<file path="src/rtl/alu_pkg.sv">
// Shared types and constants for the arithmetic unit's result path.
// The status vector layout must match the producer's {ERROR, NOT_EVEN_ZERO, ZEROS, OVERFLOW} ordering.
package alu_pkg;

  localparam int BITS = 32;

  typedef logic [3:0] status_t;

  localparam int ST_ERROR         = 3;
  localparam int ST_NOT_EVEN_ZERO = 2;
  localparam int ST_ZEROS         = 1;
  localparam int ST_OVERFLOW      = 0;

  typedef struct packed {
    status_t                status;
    logic signed [BITS-1:0] result;
  } fifo_entry_t;

  typedef enum logic [1:0] {
    OCC_EMPTY,
    OCC_ACTIVE,
    OCC_FULL
  } occ_state_t;

endpackage

</file>
<file path="src/rtl/alu_result_fifo_sat_counter.sv">
// Saturating up-counter with synchronous clear; clear wins over increment.
module sat_counter #(
  parameter int W = 16
) (
  input  logic         clk,
  input  logic         rst,
  input  logic         inc,
  input  logic         clr,
  output logic [W-1:0] cnt
);

  logic [W-1:0] cnt_q;

  always_ff @(posedge clk or posedge rst) begin
    if (rst) begin
      cnt_q <= '0;
    end else if (clr) begin
      cnt_q <= '0;
    end else if (inc && (cnt_q != {W{1'b1}})) begin
      cnt_q <= cnt_q + W'(1);
    end
  end

  assign cnt = cnt_q;

endmodule

</file>
<file path="src/rtl/alu_result_fifo.sv">
// First-word-fall-through result FIFO with valid/ready output and consumer statistics
// (saturating error count, OR-accumulated status, sticky overflow-drop flag).
module alu_result_fifo
  import alu_pkg::*;
#(
  parameter int BITS  = alu_pkg::BITS,
  parameter int DEPTH = 8,
  parameter int CNT_W = 16
) (
  input  logic                     i_clk,
  input  logic                     i_reset,
  input  logic                     i_valid,
  input  logic [BITS-1:0]          i_result,
  input  logic [3:0]               i_status,
  input  logic                     i_ready,
  input  logic                     i_clear,
  output logic                     o_valid,
  output logic [BITS-1:0]          o_data,
  output logic [3:0]               o_data_status,
  output logic [$clog2(DEPTH):0]   o_count,
  output logic                     o_full,
  output logic                     o_empty,
  output logic [CNT_W-1:0]         o_err_cnt,
  output logic [3:0]               o_sticky_status,
  output logic                     o_drop
);

  localparam int AW = $clog2(DEPTH);
  localparam int CW = AW + 1;

  logic [BITS+3:0] mem_q [DEPTH];
  logic [BITS+3:0] head;
  logic [AW-1:0]   wr_ptr_q, rd_ptr_q;
  logic [CW-1:0]   count_q, count_d;
  status_t         sticky_q, sticky_d;
  logic            drop_q, drop_d;
  occ_state_t      state_q, state_d;
  logic            push, pop, discard;

  assign o_valid = (state_q != OCC_EMPTY);
  assign o_full  = (state_q == OCC_FULL);
  assign o_empty = (state_q == OCC_EMPTY);

  assign pop     = o_valid && i_ready;
  assign push    = i_valid && (!o_full || pop);
  assign discard = i_valid && !push;

  // Storage is intentionally left out of reset so it can map onto RAM.
  always_ff @(posedge i_clk) begin
    if (push) begin
      mem_q[wr_ptr_q] <= {i_status, i_result};
    end
  end

  assign head          = mem_q[rd_ptr_q];
  assign o_data        = o_valid ? head[BITS-1:0] : '0;
  assign o_data_status = o_valid ? head[BITS+3:BITS] : '0;

  always_comb begin
    count_d = count_q;
    case ({push, pop})
      2'b10:   count_d = count_q + CW'(1);
      2'b01:   count_d = count_q - CW'(1);
      default: count_d = count_q;
    endcase
  end

  always_comb begin
    state_d = state_q;
    case (state_q)
      OCC_EMPTY:  if (push && !pop) state_d = OCC_ACTIVE;
      OCC_ACTIVE: begin
        if (count_d == CW'(DEPTH))  state_d = OCC_FULL;
        else if (count_d == '0)     state_d = OCC_EMPTY;
      end
      OCC_FULL:   if (pop && !push) state_d = OCC_ACTIVE;
      default:    state_d = OCC_EMPTY;
    endcase
  end

  // Clear overrides any same-cycle contribution from a push or a discard.
  always_comb begin
    sticky_d = sticky_q;
    drop_d   = drop_q;
    if (i_clear) begin
      sticky_d = '0;
      drop_d   = 1'b0;
    end else begin
      if (push)    sticky_d = sticky_q | i_status;
      if (discard) drop_d   = 1'b1;
    end
  end

  always_ff @(posedge i_clk or posedge i_reset) begin
    if (i_reset) begin
      wr_ptr_q <= '0;
      rd_ptr_q <= '0;
      count_q  <= '0;
      state_q  <= OCC_EMPTY;
      sticky_q <= '0;
      drop_q   <= 1'b0;
    end else begin
      if (push) wr_ptr_q <= wr_ptr_q + AW'(1);
      if (pop)  rd_ptr_q <= rd_ptr_q + AW'(1);
      count_q  <= count_d;
      state_q  <= state_d;
      sticky_q <= sticky_d;
      drop_q   <= drop_d;
    end
  end

  sat_counter #(.W(CNT_W)) u_err_cnt (
    .clk (i_clk),
    .rst (i_reset),
    .inc (push && i_status[ST_ERROR]),
    .clr (i_clear),
    .cnt (o_err_cnt)
  );

  assign o_count         = count_q;
  assign o_sticky_status = sticky_q;
  assign o_drop          = drop_q;

endmodule

</file>
<file path="config.mk">
export PLATFORM = sky130hd
export DESIGN_NAME = alu_result_fifo
export DESIGN_NICKNAME = d
export VERILOG_FILES = /design/src/rtl/alu_pkg.sv /design/src/rtl/alu_result_fifo_sat_counter.sv /design/src/rtl/alu_result_fifo.sv
export SDC_FILE = /design/constraint.sdc
export NUM_CORES = 1
export LEC_CHECK = 0
export ABC_AREA = 1
export BUFFER_PORTS_ARGS = -buffer_cell sky130_fd_sc_hd__buf_2
export CAP_MARGIN = 40
export CORE_MARGIN = 2
export CORE_UTILIZATION = 54
export DETAILED_ROUTE_END_ITERATION = 16
export PLACE_DENSITY = 0.82
export SYNTH_ARGS = -nofsm -noshare
export SYNTH_HDL_FRONTEND = slang
export SYNTH_SLANG_ARGS = --single-unit
</file>
<file path="constraint.sdc">
create_clock -name i_clk -period 3.2 [get_ports i_clk]
set_clock_uncertainty 0.15 [all_clocks]
set_input_delay 0.48 -clock i_clk [delete_from_list [all_inputs] [get_ports i_clk]]
set_output_delay 0.48 -clock i_clk [all_outputs]
set_load 0.1 [all_outputs]
</file>
; ---- Yosys cells after proc, flatten, opt, wreduce, memory -nomap -nowiden
; Memory sizes are Yosys's and may differ from the RTL's.
; Cells that the tools add are included.
[op_classes]
n_addsub = 5
eq_ne = 9
n_mux = 16
bitwise_logic = 1
n_reduce_logical = 18
[ops]
columns = op, count
row1 = 16-bit two-way mux, 2
row2 = 32-bit two-way mux, 1
row3 = "16-bit by 1-bit adder with 16-bit output, second input constant", 1
row4 = "16-bit inequality test, second input constant", 1
row5 = 4-bit two-way mux, 3
row6 = 2-bit two-way mux, 4
row7 = 4-bit case mux with 2 select lines, 1
row8 = 2-bit nonzero test, 4
row9 = 1-bit logical AND, 7
row10 = "3-bit by 1-bit adder with 3-bit output, second input constant", 2
row11 = 2-bit case mux with 3 select lines, 1
row12 = "4-bit by 1-bit adder with 4-bit output, second input constant", 1
row13 = "2-bit by 1-bit equality test with 1-bit output, second input constant", 2
row14 = "2-bit equality test, second input constant", 2
row15 = "4-bit equality test, second input constant", 1
row16 = 4-bit logical NOT, 1
row17 = 1-bit two-way mux, 4
row18 = "2-bit by 1-bit inequality test with 1-bit output, second input constant", 2
row19 = 4-bit bitwise OR, 1
row20 = "4-bit by 1-bit subtractor with 4-bit output, second input constant", 1
row21 = 1-bit logical NOT, 3
row22 = "3-bit inequality test, second input constant", 1
row23 = 3-bit AND reduction, 1
row24 = 2-bit logical NOT, 1
row25 = 1-bit logical OR, 1
[word_totals]
ff_bits = 33
ram_bits = 288
input_bits = 41
out_inout_bits = 64
elab_cells = 57
memories = 1
[mem_list]
columns = name, words, width, rd, rd_ports_with_merged_regs, wr, line_no
row1 = mem_q, 8, 36, 1, 0, 1, alu_result_fifo.sv:31  ; logic [BITS+3:0] mem_q [DEPTH];

; ---- Longest topological paths before layout
; Gate-level depths: netlist (run 1).
[logic_depth]
depth_word = 10
ltp_mapped = 18
mapped_depth_nobuf = 18

; ---- Cells and area by module
; From an unflattened synthesis (run 1), not the netlist that was laid out.
[hier_totals]
hier_cells = 1106
hier_area_um2 = 13186.4
[modules_own_cells]
columns = module, instances, cells_each, area_per_inst_um2, seq_area_each_um2
row1 = alu_result_fifo, 1, 945, 12105.4, 9073.7
row2 = sat_counter, 1, 161, 1081.0, 400.4

; ---- Worst setup path before layout (run 1)
; No wires, ideal clock.
[synth_timing]
kind = flip-flop to output port
start = register state_q[0]
end = output port o_data[28]
arrival_time_ns = 3.684
required_ns = 2.570
setup_slack_ns = -1.114
stages_incl_launch_ff = 6
n_path_buf = 1
cell_sequence = dfrtp_1 nor2_1 inv_1 clkbuf_1 o21ai_0 nor2_1
[synth_between]
elab_chain_cells = 2
[synth_rtl]
columns = item, line_no
row1 = start: declaration, alu_result_fifo.sv:37  ; occ_state_t state_q, state_d;
row2 = start signal: assignment, alu_result_fifo.sv:106  ; state_q <= state_d;
row3 = 2-bit nonzero test, alu_result_fifo.sv:40  ; assign o_valid = (state_q != OCC_EMPTY);
row4 = net o_valid, alu_result_fifo.sv:17  ; output logic o_valid,
row5 = 32-bit two-way mux, alu_result_fifo.sv:56  ; assign o_data = o_valid ? head[BITS-1:0] : '0;
row6 = end: declaration, alu_result_fifo.sv:18  ; output logic [BITS-1:0] o_data,
; The timed path passes the listed nets, and every way through them passes these cells.

; ---- Worst setup path after layout (run 1)
[layout_timing]
start = register rd_ptr_q[0]
end = output port o_data[19]
[layout_between]
elab_chain_cells = 2
[layout_rtl]
columns = item, line_no
row1 = start: declaration, alu_result_fifo.sv:33  ; logic [AW-1:0] wr_ptr_q, rd_ptr_q;
row2 = start signal: assignment, alu_result_fifo.sv:104  ; if (pop) rd_ptr_q <= rd_ptr_q + AW'(1);
row3 = memory 8 x 36 bit, n/a
row4 = 32-bit two-way mux, alu_result_fifo.sv:56
; No other way between the ends.

==> results of run 1 <==
[cells by family (layout without fill, tap and decap cells)]
family,count (synthesis),count (layout),share of synthesized area
AOI/OAI and AO/OA,237,237,0.101
xor gates and xnor gates,12,12,0.00793
adders and majority gates,7,7,0.00661
buffers and inverters,99,233,0.0330
DFF,321,321,0.715
and+or+nand+nor,448,448,0.137
[placed cells by master, fill, tap and decap left out, types with 2 or more instances in the layout]
| cell | Yosys | final |
|---|---|---|
| a21oi_1 | 4 | 4 |
| buf_12 | 1 | 11 |
| buf_16 | 0 | 4 |
| buf_2 | 13 | 76 |
| buf_4 | 5 | 20 |
| buf_6 | 1 | 7 |
| clkbuf_1 | 34 | 8 |
| clkbuf_16 | 0 | 33 |
| clkbuf_4 | 0 | 12 |
| clkbuf_8 | 0 | 2 |
| clkinv_1 | 2 | 11 |
| clkinv_2 | 0 | 5 |
| dfrtp_1 | 33 | 31 |
| dfrtp_4 | 0 | 2 |
| dlygate4sd3_1 | 0 | 2 |
| edfxtp_1 | 288 | 288 |
| ha_1 | 7 | 7 |
| inv_1 | 32 | 32 |
| inv_2 | 4 | 3 |
| inv_6 | 0 | 2 |
| nand2_1 | 82 | 82 |
| nand2_2 | 8 | 8 |
| nand2_4 | 2 | 2 |
| nand3_1 | 21 | 21 |
| nand3_2 | 2 | 2 |
| nand4_1 | 3 | 3 |
| nor2_1 | 320 | 302 |
| nor2_2 | 0 | 10 |
| nor2_4 | 3 | 11 |
| nor3_1 | 3 | 3 |
| o21ai_0 | 171 | 170 |
| o21ai_1 | 20 | 21 |
| o21ai_2 | 3 | 3 |
| o32ai_1 | 36 | 36 |
| or2_2 | 2 | 2 |
| xor2_1 | 11 | 11 |
[cell usage after synthesis (2+ instances only)]
| library cell | number |
|---|---|
| o21ai_0 | 171 |
| clkbuf_1 | 34 |
| nand2_4 | 2 |
| nand3_1 | 21 |
| xor2_1 | 11 |
| ha_1 | 7 |
| edfxtp_1 | 288 |
| or2_2 | 2 |
| o32ai_1 | 36 |
| clkinv_1 | 2 |
| nor2_4 | 3 |
| nand2_2 | 8 |
| nand4_1 | 3 |
| buf_4 | 5 |
| dfrtp_1 | 33 |
| o21ai_2 | 3 |
| nor2_1 | 320 |
| nor3_1 | 3 |
| buf_2 | 13 |
| buf_1 | 6 |
| inv_2 | 4 |
| inv_1 | 32 |
| nand2_1 | 82 |
| o21ai_1 | 20 |
| nand3_2 | 2 |
| a21oi_1 | 4 |
[final cells by class]
class	count	area, um^2
Fill cell	1717	8650
Timing Repair Buffer	136	1130
Multi-Input combinational cell	704	3430
Tap cell	324	405
Inverter	39	159
Clock inverter	18	104
Clock buffer	40	820
Sequential cell	321	9480
[where the power goes]
| part | switching [W] | internal [W] | leakage [nW] |
|---|---|---|---|
| combinational | 0.00613 | 0.00185 | 2.10 |
| clock | 0.00151 | 0.00181 | 0.451 |
| sequential | 0.000226 | 0.00515 | 3.05 |
[critical path, cell delays in order (launching register included)]
cell,delay (ns)
dfrtp_4,0.56
inv_6,0.19
buf_16,0.22
nor2_1,0.07
o32ai_1,0.36
nor2_1,0.08
nor2_1,0.15
buf_4,0.31
[what timing repair did]
| item | CTS | global route |
|---|---|---|
| gates cloned | 0 | 2 |
| setup endpoints to repair | 27 | 31 |
| pin swaps | 0 | 1 |
| hold buffers | 2 | 0 |
| endpoints found under the hold margin | 14 | 0 |
| setup buffers | 1 | 1 |
| gates resized for setup | 15 | 30 |
[flip-flops by register name, summed over array words and instances (netlist names)]
register / cells
mem_q: 288
o_count: 4
o_drop: 1
o_sticky_status: 4
rd_ptr_q: 3
state_q: 2
u_err_cnt.cnt: 16
wr_ptr_q: 3
[layer usage]
metal | vias up | GRT usage | wire length (um)
met2 | 458 | 0.405 | 15700
met4 | 0 | 0.0647 | 614
met3 | 55 | 0.0323 | 2440
met5 | - | 0 | 0
li1 | 4188 | - | -
met1 | 4512 | 0.297 | 11800
[stage by stage]
step | util | cell area, um^2 | std cells | TNS (ns)
after floorplan | - | 13300 | 1124 | -7.55
after global placement | 0.593 | 14300 | 1517 | 0
after detailed placement | 0.594 | 14400 | 1518 | 0
after CTS | 0.636 | 15400 | 1579 | 0
after global routing | 0.642 | 15500 | 1582 | -0.0183
final | 0.642 | 15500 | 1582 | 0
[final timing paths]
check | from | to | slack, ns | cells after the start
setup / recovery | rd_ptr_q[0] | o_data[19] | 0.04 | 7
hold / removal | i_result[6] | mem_q[3][6] | 0.03 | 1
setup reg to reg | state_q[1] | mem_q[2][2] | 0.76 | 7
hold reg to reg | o_drop | o_drop | 0.34 | 2
max in group asynchronous | i_reset | u_err_cnt.cnt[9] | 2.10 | 4
min in group asynchronous | i_reset | o_count[0] | 0.30 | 3
==> summary.txt, run 1 <==
status: completed
Seq/Total Area, Yosys: 0.715
Top-Level Pins: 105
PortBufs: 104
pre-CTS setup slack: 0.496 ns
syn avg cell area: 11.8 um^2
FFs w/ async S/R, synth: 0.103
HP Class: in2reg
Remaining Overflow, GRT: 0
worst-path fanout max: 33
largest net degree at the start of global routing: 117
estimated wirelength of the detail-placed design: 16800 um
DRC violations left: 0
P per Cell Area: 1070 nW/um^2
Netlist Area Pre-Place: 13300 um^2
top cells by area, synth: edfxtp_1 (65%), nor2_1 (9.1%), o21ai_0 (6.5%), dfrtp_1 (6.2%), o32ai_1 (2.4%)
max-slew violations: 0
WP data required: 2.57 ns
DRT Wirelength: 30600 um
first-pass GRT wire length: 46300 um
clk_lat worst skew: 0.56 ns
cell count after synthesis: 1124
Leak: 5.59 nW
initial DRC count: 971
layout cell share with drive strength beyond 1: 0.176
Pre-antenna DRT Iters: 5
n_diodes: 0
vias in the first global route: 8873
final hold vios: 0
clock root buffer: clkbuf_16
Slew @ Worst Pin: 0.574 ns
area share of the largest cell type after synthesis: 0.652
Clock Sinks: 321
Netlist cell types: 35
Worst-path clk slew: 0.06 ns
Rows: 57
Slew Limit Headroom: 0.617
RSZ-0062 raised after global routing: true
initial antenna violation count: 0
Setup crit end kind: output port
post-synth net total: 1172
core area: 24200 um^2
Post-synth EDFFs: 288
fin crit period: 3.16 ns
fmax: 0.317 GHz
Die H: 161 um
crit start category: register
die area: 25800 um^2
top cell type by total area after synthesis: edfxtp_1
Antenna Nets Post-Route: 0
Via density: 5.82
DR vias: 9213
Clock Tree Buf Depth: 3
crit path DAT: 2.53 ns
Total Power: 0.0167 W
GRT Util Overall: 0.229
CTS tree: done
Post-layout nets: 1281
warnings from Yosys: 0
WS Path Type: reg2out
H-Tree Depth: 1
RePlAce Congestion: 0.867
Peak VDD IR: 0.864 mV
Syn-to-layout area delta: 17.1%
hold_ws: 0.0257 ns
Final Cycle Share: 0.986
#FFs+latches synth: 321
Setup Viol. Count Final: 0
max_cap viols: 0
Starting Density: 0.548
Synth Flop Type: edfxtp_1
DR WL/cell: 19.4 um
Die Wd: 161 um
worst setup margin: 0.0435 ns
CTS Buf Count: 31
Note: power is estimated with default switching activity, not from simulation.
==> run 2: changes to the inputs <==
Settings changed: CORE_UTILIZATION 54 to 50, PLACE_DENSITY 0.82 to 0.77.
==> run 2 against run 1 <==
  * Clock power is 6.0% higher
  * Routed wire length is 3.3% lower
  * Power is 0.50% higher
  * Critical endpoint is now o_data[29]
  * Worst setup slack better by 0.066 ns
  * Sequential share of layout area hardly changed
==> summary.txt, run 2 (synthesis results as in run 1) <==
clock root buffer: clkbuf_16
H-Tree Depth: 1
CTS tree: done
RePlAce Congestion: 0.840
crit-path most repeated cell: o21ai_0
die area: 27800 um^2
Clock Tree Buf Depth: 3
hold_ws: 0.0204 ns
fin crit period: 3.09 ns
vias in the first global route: 8688
Worst path max stage delay: 0.60 ns
crit path DAT: 2.46 ns
layout cell share with drive strength beyond 1: 0.176
Critical-path top delay cell: dfrtp_4
RSZ-0062 raised after global routing: false
most common cell after layout, fill and taps aside: nor2_1
Leak: 5.59 nW
WS Path Type: reg2out
DR vias: 9021
Slew @ Worst Pin: 0.637 ns
initial antenna violation count: 0
clk_lat worst skew: 0.56 ns
Final Cycle Share: 0.966
crit path from: rd_ptr_q[1]
cells along the critical path: buf_12 > o21ai_0 > o21ai_0 > o21ai_1 > nor2_2 > buf_2
Setup Viol. Count Final: 0
max_cap viols: 0
DRC violations left: 0
Clock Sinks: 321
worst-path fanout max: 52
n_diodes: 0
first-pass GRT wire length: 45600 um
Pre-antenna DRT Iters: 7
most frequent cells in the layout: nor2_1 (302), edfxtp_1 (288), o21ai_0 (171), nand2_1 (82), buf_2 (70)
PortBufs: 104
Post-layout nets: 1277
final hold vios: 0
hold path startpoint: i_result[5]
Antenna Nets Post-Route: 0
largest net degree at the start of global routing: 73
Starting Density: 0.509
DR WL/cell: 18.7 um
P per Cell Area: 1080 nW/um^2
estimated wirelength of the detail-placed design: 16100 um
Top-Level Pins: 105
WP data required: 2.57 ns
status: completed
Setup crit end kind: output port
Remaining Overflow, GRT: 0
Die H: 167 um
crit start category: register
Biggest register: mem_q
CTS Buf Count: 31
DRT Wirelength: 29600 um
Die Wd: 167 um
initial DRC count: 986
max FFs per register: 288
GRT Util Overall: 0.206
Placed Cells: 1527
Worst-path clk slew: 0.06 ns
core area: 26100 um^2
Syn-to-layout area delta: 17.2%
final non-filler cell total: 1588
WP buf/inv: 2
family with the most delay on the worst path: buffers and inverters
fmax: 0.324 GHz
Rows: 59
Peak VDD IR: 1.19 mV
Slew Limit Headroom: 0.575
Via density: 5.68
HP Class: in2reg
max-slew violations: 0
reg-to-reg startpoint: state_q[0]
run 2: timing repair:
action,in CTS,in global routing
gates resized for setup,31,12
cloned,0,1
hold buffers,1,0
buffers inserted,0,2
endpoints found under the setup margin,28,36
hold endpoints to repair,33,0
pin swaps,0,0
run 2: worst paths after layout:
path                                          to  slack (ns)  cells past startpoint
worst min register to register            o_drop        0.34                      2
max in group asynchronous       u_err_cnt.cnt[2]        2.25                      4
worst min-delay path                 mem_q[5][5]        0.02                      1
min in group asynchronous                 o_drop        0.22                      3
worst max register to register        state_q[1]        0.66                     14
worst max-delay path                  o_data[29]        0.11                      6
run 2: through the flow:
step           setup slack (ns)  utilization  total power, W  setup TNS, ns  area (um^2)
6_report                  0.109        0.596          0.0168              0        15500
5_1_grt                 0.00292        0.596          0.0175              0        15500
4_1_cts                 0.00284        0.593          0.0166              0        15500
3_5_place_dp              0.453        0.551          0.0129              0        14400
3_3_place_gp              0.494        0.550          0.0128              0        14300
2_1_floorplan           -0.0525            -          0.0112          -7.55        13300
run 2: layout make-up:
class	count	area (um^2)
sequential	321	9480
clock inverter	16	171
multi-input combinational	704	3430
fill	1962	10500
clock buffer	41	813
timing repair buffer	132	1060
inverter	39	156
tap	335	419
run 2: worst register-to-register path: cells and delay by family (launching register included):
family | cells | cell delay [ns]
simple gates | 12 | 1.30
fa+ha+maj | 2 | 0.57
flops | 1 | 0.45
run 2: power breakdown:
group	total (W)	switching, W	internal [W]
Combinational	0.00786	0.00602	0.00184
Sequential	0.00538	0.000230	0.00515
Clock	0.00352	0.00149	0.00203
run 2: metal layers:
layer	up-vias	routed length, um	track usage
li1	4178	-	-
met2	393	14700	0.343
met3	56	1970	0.0297
met1	4394	12300	0.278
met4	0	763	0.0735
met5	-	0	0
